<file path="src/rtl/line_tracker.sv">
// line_tracker: line-following motor controller for the smart-car chassis.
//
// Sensor path: 2-FF synchroniser per sensor, then a per-bit filter that accepts a
// new level after FILT_LEN consecutive identical samples. The filtered vector is
// classified as NONE/LEFT/RIGHT/CENTER/ALL and drives an IDLE/FOLLOW/SEARCH/STOP
// state machine. Per-wheel duty and direction are latched at each PWM wrap and
// drive the H-bridge pins through a registered output stage.
//
// Optional feature (compile-time macro LINE_TRACKER_DEADTIME_EN): on a latched
// wheel-direction reversal, that wheel's pins are held low for DEAD_CYC clocks
// starting at the wrap.
//
// Ports:
//   clk       in   system clock
//   rst_n     in   asynchronous active-low reset
//   en        in   run enable; low forces IDLE
//   sens      in   raw sensor levels (1 = line seen), bit 0 leftmost, asynchronous
//   duty_base in   straight-ahead duty
//   duty_turn in   inner-wheel duty when correcting or searching
//   motor     out  {IN4,IN3,IN2,IN1}: IN1 left fwd, IN2 left rev, IN3 right rev, IN4 right fwd
//   state     out  0 IDLE, 1 FOLLOW, 2 SEARCH, 3 STOP
//   lost      out  high while in SEARCH
module line_tracker #(
    parameter int SENS_N   = 4,
    parameter int PWM_W    = 8,
    parameter int FILT_LEN = 4,
    parameter int LOST_CYC = 1000000,
    parameter int DEAD_CYC = 16
) (
    input  logic              clk,
    input  logic              rst_n,
    input  logic              en,
    input  logic [SENS_N-1:0] sens,
    input  logic [PWM_W-1:0]  duty_base,
    input  logic [PWM_W-1:0]  duty_turn,
    output logic [3:0]        motor,
    output logic [1:0]        state,
    output logic              lost
);

    localparam int HALF = SENS_N / 2;
    localparam int FW   = $clog2(FILT_LEN + 1);
    localparam int LW   = (LOST_CYC > 1) ? $clog2(LOST_CYC) : 1;

    if (SENS_N < 2 || (SENS_N % 2) != 0 || FILT_LEN < 1 || LOST_CYC < 1 || DEAD_CYC < 0) begin : g_param_check
        $error("line_tracker: invalid parameter set");
    end

    typedef enum logic [1:0] {S_IDLE = 2'd0, S_FOLLOW = 2'd1, S_SEARCH = 2'd2, S_STOP = 2'd3} state_t;
    typedef enum logic [2:0] {C_NONE, C_LEFT, C_RIGHT, C_CENTER, C_ALL} cls_t;
    typedef enum logic {SIDE_L = 1'b0, SIDE_R = 1'b1} side_t;

    // ---------------- sensor synchroniser and filter ----------------
    logic [SENS_N-1:0] r_sync1, r_sync2, r_filt;
    logic [FW-1:0]     r_fcnt [SENS_N];

    // The counter tracks how many consecutive samples disagreed with the
    // filtered bit; the FILT_LEN-th such sample is accepted.
    always_ff @(posedge clk or negedge rst_n) begin
        if (!rst_n) begin
            r_sync1 <= '0;
            r_sync2 <= '0;
            r_filt  <= '0;
            for (int unsigned i = 0; i < SENS_N; i++) r_fcnt[i] <= '0;
        end else begin
            r_sync1 <= sens;
            r_sync2 <= r_sync1;
            for (int unsigned i = 0; i < SENS_N; i++) begin
                if (r_sync2[i] == r_filt[i]) begin
                    r_fcnt[i] <= '0;
                end else if (r_fcnt[i] == FW'(FILT_LEN - 1)) begin
                    r_filt[i] <= r_sync2[i];
                    r_fcnt[i] <= '0;
                end else begin
                    r_fcnt[i] <= r_fcnt[i] + FW'(1);
                end
            end
        end
    end

    // ---------------- position classification ----------------
    logic w_any_l, w_any_r;
    cls_t w_cls;

    always_comb begin
        w_any_l = |r_filt[HALF-1:0];
        w_any_r = |r_filt[SENS_N-1:HALF];
        if (&r_filt)                 w_cls = C_ALL;
        else if (w_any_l && w_any_r) w_cls = C_CENTER;
        else if (w_any_l)            w_cls = C_LEFT;
        else if (w_any_r)            w_cls = C_RIGHT;
        else                         w_cls = C_NONE;
    end

    side_t r_last_side;

    always_ff @(posedge clk or negedge rst_n) begin
        if (!rst_n)                r_last_side <= SIDE_L;
        else if (w_cls == C_LEFT)  r_last_side <= SIDE_L;
        else if (w_cls == C_RIGHT) r_last_side <= SIDE_R;
    end

    // ---------------- state machine ----------------
    state_t        r_state, w_state_nx;
    logic [LW-1:0] r_lost_cnt;
    logic          w_timeout;

    assign w_timeout = (r_lost_cnt == LW'(LOST_CYC - 1));

    always_ff @(posedge clk or negedge rst_n) begin
        if (!rst_n) begin
            r_state    <= S_IDLE;
            r_lost_cnt <= '0;
        end else begin
            r_state <= w_state_nx;
            if (r_state != S_SEARCH) r_lost_cnt <= '0;
            else                     r_lost_cnt <= r_lost_cnt + LW'(1);
        end
    end

    always_comb begin
        w_state_nx = r_state;
        if (!en) begin
            w_state_nx = S_IDLE;
        end else begin
            case (r_state)
                S_IDLE:   w_state_nx = S_FOLLOW;
                S_FOLLOW: begin
                    if (w_cls == C_ALL)       w_state_nx = S_STOP;
                    else if (w_cls == C_NONE) w_state_nx = S_SEARCH;
                end
                S_SEARCH: begin
                    if (w_cls == C_ALL || w_timeout) w_state_nx = S_STOP;
                    else if (w_cls != C_NONE)        w_state_nx = S_FOLLOW;
                end
                default:  w_state_nx = r_state;
            endcase
        end
    end

    // ---------------- wheel commands (rev = 1 means reverse) ----------------
    logic             w_rev_l, w_rev_r;
    logic [PWM_W-1:0] w_duty_l, w_duty_r;
    logic             w_halt;

    assign w_halt = (r_state == S_IDLE) || (r_state == S_STOP);

    always_comb begin
        w_rev_l  = 1'b0;
        w_rev_r  = 1'b0;
        w_duty_l = '0;
        w_duty_r = '0;
        if (r_state == S_FOLLOW) begin
            case (w_cls)
                C_CENTER: begin w_duty_l = duty_base; w_duty_r = duty_base; end
                C_LEFT:   begin w_duty_l = duty_turn; w_duty_r = duty_base; end
                C_RIGHT:  begin w_duty_l = duty_base; w_duty_r = duty_turn; end
                default:  ;
            endcase
        end else if (r_state == S_SEARCH) begin
            w_duty_l = duty_turn;
            w_duty_r = duty_turn;
            w_rev_l  = (r_last_side == SIDE_L);
            w_rev_r  = (r_last_side == SIDE_R);
        end
    end

    // ---------------- PWM ----------------
    logic [PWM_W-1:0] r_pwm_cnt, r_duty_l, r_duty_r;
    logic             r_rev_l, r_rev_r;
    logic             w_wrap;

    assign w_wrap = &r_pwm_cnt;

    // Commands are sampled only at the wrap; halting overrides the latched duty
    // immediately so the motor stops without waiting for the period to end.
    always_ff @(posedge clk or negedge rst_n) begin
        if (!rst_n) begin
            r_pwm_cnt <= '0;
            r_duty_l  <= '0;
            r_duty_r  <= '0;
            r_rev_l   <= 1'b0;
            r_rev_r   <= 1'b0;
        end else begin
            r_pwm_cnt <= r_pwm_cnt + PWM_W'(1);
            if (w_wrap) begin
                r_duty_l <= w_duty_l;
                r_duty_r <= w_duty_r;
                r_rev_l  <= w_rev_l;
                r_rev_r  <= w_rev_r;
            end
            if (w_halt) begin
                r_duty_l <= '0;
                r_duty_r <= '0;
            end
        end
    end

    logic w_gate_l, w_gate_r;

`ifdef LINE_TRACKER_DEADTIME_EN
    localparam int DW = (DEAD_CYC > 0) ? $clog2(DEAD_CYC + 1) : 1;
    logic [DW-1:0] r_dead_l, r_dead_r;

    always_ff @(posedge clk or negedge rst_n) begin
        if (!rst_n) begin
            r_dead_l <= '0;
            r_dead_r <= '0;
        end else begin
            if (w_wrap && (w_rev_l != r_rev_l)) r_dead_l <= DW'(DEAD_CYC);
            else if (r_dead_l != '0)            r_dead_l <= r_dead_l - DW'(1);
            if (w_wrap && (w_rev_r != r_rev_r)) r_dead_r <= DW'(DEAD_CYC);
            else if (r_dead_r != '0)            r_dead_r <= r_dead_r - DW'(1);
        end
    end

    assign w_gate_l = (r_dead_l == '0);
    assign w_gate_r = (r_dead_r == '0);
`else
    assign w_gate_l = 1'b1;
    assign w_gate_r = 1'b1;
`endif

    // ---------------- registered H-bridge outputs ----------------
    logic       w_pwm_l, w_pwm_r;
    logic [3:0] r_motor;

    assign w_pwm_l = (r_pwm_cnt < r_duty_l) && w_gate_l;
    assign w_pwm_r = (r_pwm_cnt < r_duty_r) && w_gate_r;

    always_ff @(posedge clk or negedge rst_n) begin
        if (!rst_n) begin
            r_motor <= '0;
        end else if (w_halt) begin
            r_motor <= '0;
        end else begin
            r_motor[0] <= w_pwm_l & ~r_rev_l;
            r_motor[1] <= w_pwm_l &  r_rev_l;
            r_motor[2] <= w_pwm_r &  r_rev_r;
            r_motor[3] <= w_pwm_r & ~r_rev_r;
        end
    end

    assign motor = r_motor;
    assign state = r_state;
    assign lost  = (r_state == S_SEARCH);

endmodule

</file>
<file path="config.mk">
export PLATFORM = sky130hd
export DESIGN_NAME = line_tracker
export DESIGN_NICKNAME = d
export VERILOG_FILES = /design/src/rtl/line_tracker.sv
export SDC_FILE = /design/constraint.sdc
export NUM_CORES = 1
export LEC_CHECK = 0
export ABC_AREA = 1
export BUFFER_PORTS_ARGS = -buffer_cell sky130_fd_sc_hd__buf_2
export CORE_ASPECT_RATIO = 0.6
export CORE_MARGIN = 4
export CORE_UTILIZATION = 40
export CTS_BUF_LIST = sky130_fd_sc_hd__clkbuf_16
export CTS_CLUSTER_SIZE = 40
export DETAILED_ROUTE_END_ITERATION = 8
export PLACE_DENSITY_LB_ADDON = 0.12
export RECOVER_POWER = 25
export SYNTH_ARGS = -nofsm -noshare
export SYNTH_HDL_FRONTEND = slang
export SYNTH_SLANG_ARGS = --single-unit
</file>
<file path="constraint.sdc">
create_clock -name clk -period 2.5 [get_ports clk]
set_input_delay 0.25 -clock clk [delete_from_list [all_inputs] [get_ports clk]]
set_output_delay 0.25 -clock clk [all_outputs]
set_load 0.05 [all_outputs]
</file>
==> impl_metrics.tcl <==
set metrics [dict create \
    avgSynthCellArea_um2 8.542 \
    dp_hpwl_um 6751 \
    arrival_ns 1.64 \
    wl_met2_um 3421 \
    path_delay_family "buffers and inverters" \
    grt_pass1_vias 2996 \
    dr_total_vias 3139 \
    synthMuxAreaShare_pct 0 \
    relSlewSlack_pct 22.97 \
    clk_root_buffer_cell "clkbuf_16" \
    fin_ws_ns 0.6067 \
    whs_ns 0.02109 \
    p_leak_nw 2.132 \
    synth_cells 475 \
    pin_count 30 \
    nets 558 \
    htreeDepth 3 \
    power_density_nw_per_um2 818.0 \
    max_cap_violations 0 \
    critPathBufInv 3 \
    synth-compound-area-share_pct 11.75 \
    fin_setup_tns_ns 0 \
    start_util_pct 41.07 \
    antenna_cells 0 \
    worstMarginPinSlew_ns 1.156 \
    yosys-top-cells-area "dfrtp_1 47%, nand2_1 7.9%, ha_1 7.1%, inv_1 5.9%, o21ai_0 5.7%" \
    tritoncts "built" \
    status "finished, final reports clean" \
    drive_above_1_share_pct 14.51 \
    clkLatencyLatePin_ns 0.34 \
    finalClockSkew_ns 0.004415 \
    grt_usage_pct 16.78 \
    fin_crit_sh_pct 75.73 \
    portBuffers 29 \
    area_delta_synth_final_pct 15.20 \
    grt_max_degree 43 \
    cts_num_sinks 77 \
    numCtsBuffers 9 \
    ys_ff_latch 77 \
    synth_cell_types 35 \
    routedWlPerCell_um 14.12 \
    clkSlewWorstSetupHoldPaths_ns 0.06 \
    wl_met1_um 5075 \
    cp_slowest_cell "dfrtp_1" \
    rsz0062_at_grt "false" \
    fillers 961 \
    path_class "reg2out" \
    die_w_um 138.0 \
    route.detailed.drc 0 \
    via_per_inst 4.814 \
    cp_max_fo 23 \
    worstSetupStartpointType "flip-flop" \
    layout_min_cycle_time_ns 1.893 \
    hold_class "in2reg" \
    yosysTopAreaCell "dfrtp_1" \
    ir_drop_mv 0.3665 \
    route.met3.wl_um 621 \
    core_area_um2 9879 \
    cts_buffer_depth 2 \
    max_stage_delay_ns 0.42 \
    fmax_mhz 528.2 \
    yosys.area_share.simple_pct 23.37 \
    ant_nets 0 \
    dp_slack_ns 0.6301 \
    antenna_found_initial 0 \
    grt_pass1_wl_um 15750 \
    required_ns 2.25 \
    finalHoldViolations 0 \
    cts_setup_buffers 0 \
    syn-num-nets 521 \
    netlist_area_um2 4058 \
    ys_seq_area_share_pct 47.49 \
    drt_iter0_markers 190 \
    drt_wl_total_um 9205 \
    gp_congestion 0.7769 \
    synth_top_area_share_pct 47.49 \
    synth_top_family_by_area "simple AND/OR/NAND/NOR gates" \
    die_y_um 86.02 \
    drv_slew 0 \
    highest_layer "met4" \
    synth_xor_area_share_pct 2.806 \
    yosysWarningCount 0 \
    globalRouteOverflowTotal 0 \
    synth_fa_ha_area_share_pct 7.092 \
    rows 28 \
    dieArea_um2 11870 \
    endpoint_kind "output port" \
    crit_chain "inv_1, ha_1, buf_4, buf_2" \
    dr.pass1.iters 4 \
    setup_violations 0 \
]
cell type report:
cell class,instances,area (µm²),area share (%)
Sequential cell,77,1927,41.22
Multi-Input combinational cell,324,1827,39.08
Inverter,66,249.0,5.327
Clock buffer,9,225.2,4.818
Timing Repair Buffer,34,187.7,4.015
Tap cell,135,168.9,3.613
Clock inverter,7,90.09,1.927
sequential cells by signal, summed over array words and instances (netlist names), 2 cells and up:
name        count
r_duty_l        8
r_fcnt         12
r_duty_r        8
state           2
r_lost_cnt     20
motor           4
r_sync1         4
r_filt          4
r_pwm_cnt       8
r_sync2         4
cells in the final DEF (no fill, tap or decap), types with 2 or more instances in the layout:
| cell | synthesis | layout |
|---|---|---|
| nor3b_1 | 5 | 5 |
| nor2_4 | 3 | 3 |
| dlygate4sd3_1 | 0 | 2 |
| buf_4 | 0 | 3 |
| nor3_1 | 11 | 11 |
| nor2_1 | 47 | 47 |
| nor3b_2 | 3 | 3 |
| o21ai_0 | 46 | 46 |
| clkbuf_16 | 0 | 9 |
| o21ai_1 | 11 | 11 |
| clkinv_2 | 1 | 3 |
| inv_1 | 64 | 64 |
| a21oi_1 | 27 | 27 |
| bufinv_16 | 0 | 2 |
| xnor2_1 | 7 | 7 |
| o21a_1 | 2 | 2 |
| buf_2 | 2 | 28 |
| nand3_2 | 4 | 4 |
| nor2_2 | 5 | 5 |
| nand2_2 | 4 | 4 |
| nand2_1 | 85 | 85 |
| nand3_1 | 20 | 20 |
| xor2_1 | 6 | 6 |
| nand4_1 | 4 | 4 |
| dfrtp_1 | 77 | 77 |
| ha_1 | 23 | 23 |
| o31ai_1 | 2 | 2 |
synth_stat cells:
library cell / number
nor2_1: 47
nor3_1: 11
inv_1: 64
o31ai_1: 2
nand4_4: 1
buf_6: 3
nor3_2: 1
nor2_4: 3
o21ai_2: 1
o21a_1: 2
nand2_2: 4
inv_2: 1
clkinv_2: 1
nor3b_1: 5
nor2_2: 5
buf_2: 2
ha_1: 23
xor2_1: 6
nor3b_2: 3
a21bo_2: 1
or2_2: 1
xnor2_1: 7
o21ai_1: 11
nand3_2: 4
clkbuf_1: 3
nand2_4: 1
o21bai_1: 1
o21ai_0: 46
dfrtp_1: 77
nand2_1: 85
a21oi_1: 27
nand4_2: 1
nand3_1: 20
and3_1: 1
nand4_1: 4
repair_timing:
action | CTS | global route
hold buffers | 1 | 1
endpoints found under the hold margin | 40 | 1
gates resized for setup | 0 | 0
where the power goes:
| group | internal, mW | leakage (nW) | switching [mW] |
|---|---|---|---|
| registers | 1.36 | 1.02 | 0.116 |
| clock network | 0.868 | 0.153 | 0.511 |
| logic | 0.289 | 0.960 | 0.677 |
| total | 2.52 | 2.13 | 1.30 |
path summary, 6_finish.rpt:
kind	start	endpoint	slack [ns]	cells after the start
max	state[0]	lost	0.61	4
min	sens[0]	r_sync1[0]	0.02	1
max reg2reg	state[1]	r_duty_r[1]	0.65	5
min reg2reg	r_sync1[1]	r_sync2[1]	0.35	0
max in group asynchronous	rst_n	r_fcnt[9]	0.94	3
min in group asynchronous	rst_n	r_duty_l[4]	0.66	2
metrics by stage:
step | power [mW] | instances | utilization (%) | area, µm²
6_report | 3.824 | 652 | 47.32 | 4674
5_1_grt | 4.078 | 652 | 47.32 | 4674
4_1_cts | 3.871 | 651 | 47.24 | 4667
3_5_place_dp | 2.469 | 634 | 43.95 | 4342
3_3_place_gp | 2.450 | 634 | 43.95 | 4342
2_1_floorplan | 2.237 | 475 | - | 4058
kinds of logic after synthesis:
kind of cell,count (synthesis)
fa+ha+maj,23
buf+inv,74
compound gates,91
xor+xnor,13
simple gates,197
flops,77
routing by layer:
layer | vias up | GRT usage (%)
met2 | 78 | 21.73
met1 | 1441 | 25.87
met5 | - | 0
met3 | 7 | 5.905
li1 | 1613 | -
met4 | 0 | 4.664
No activity file was read; power rests on OpenSTA's default activity.
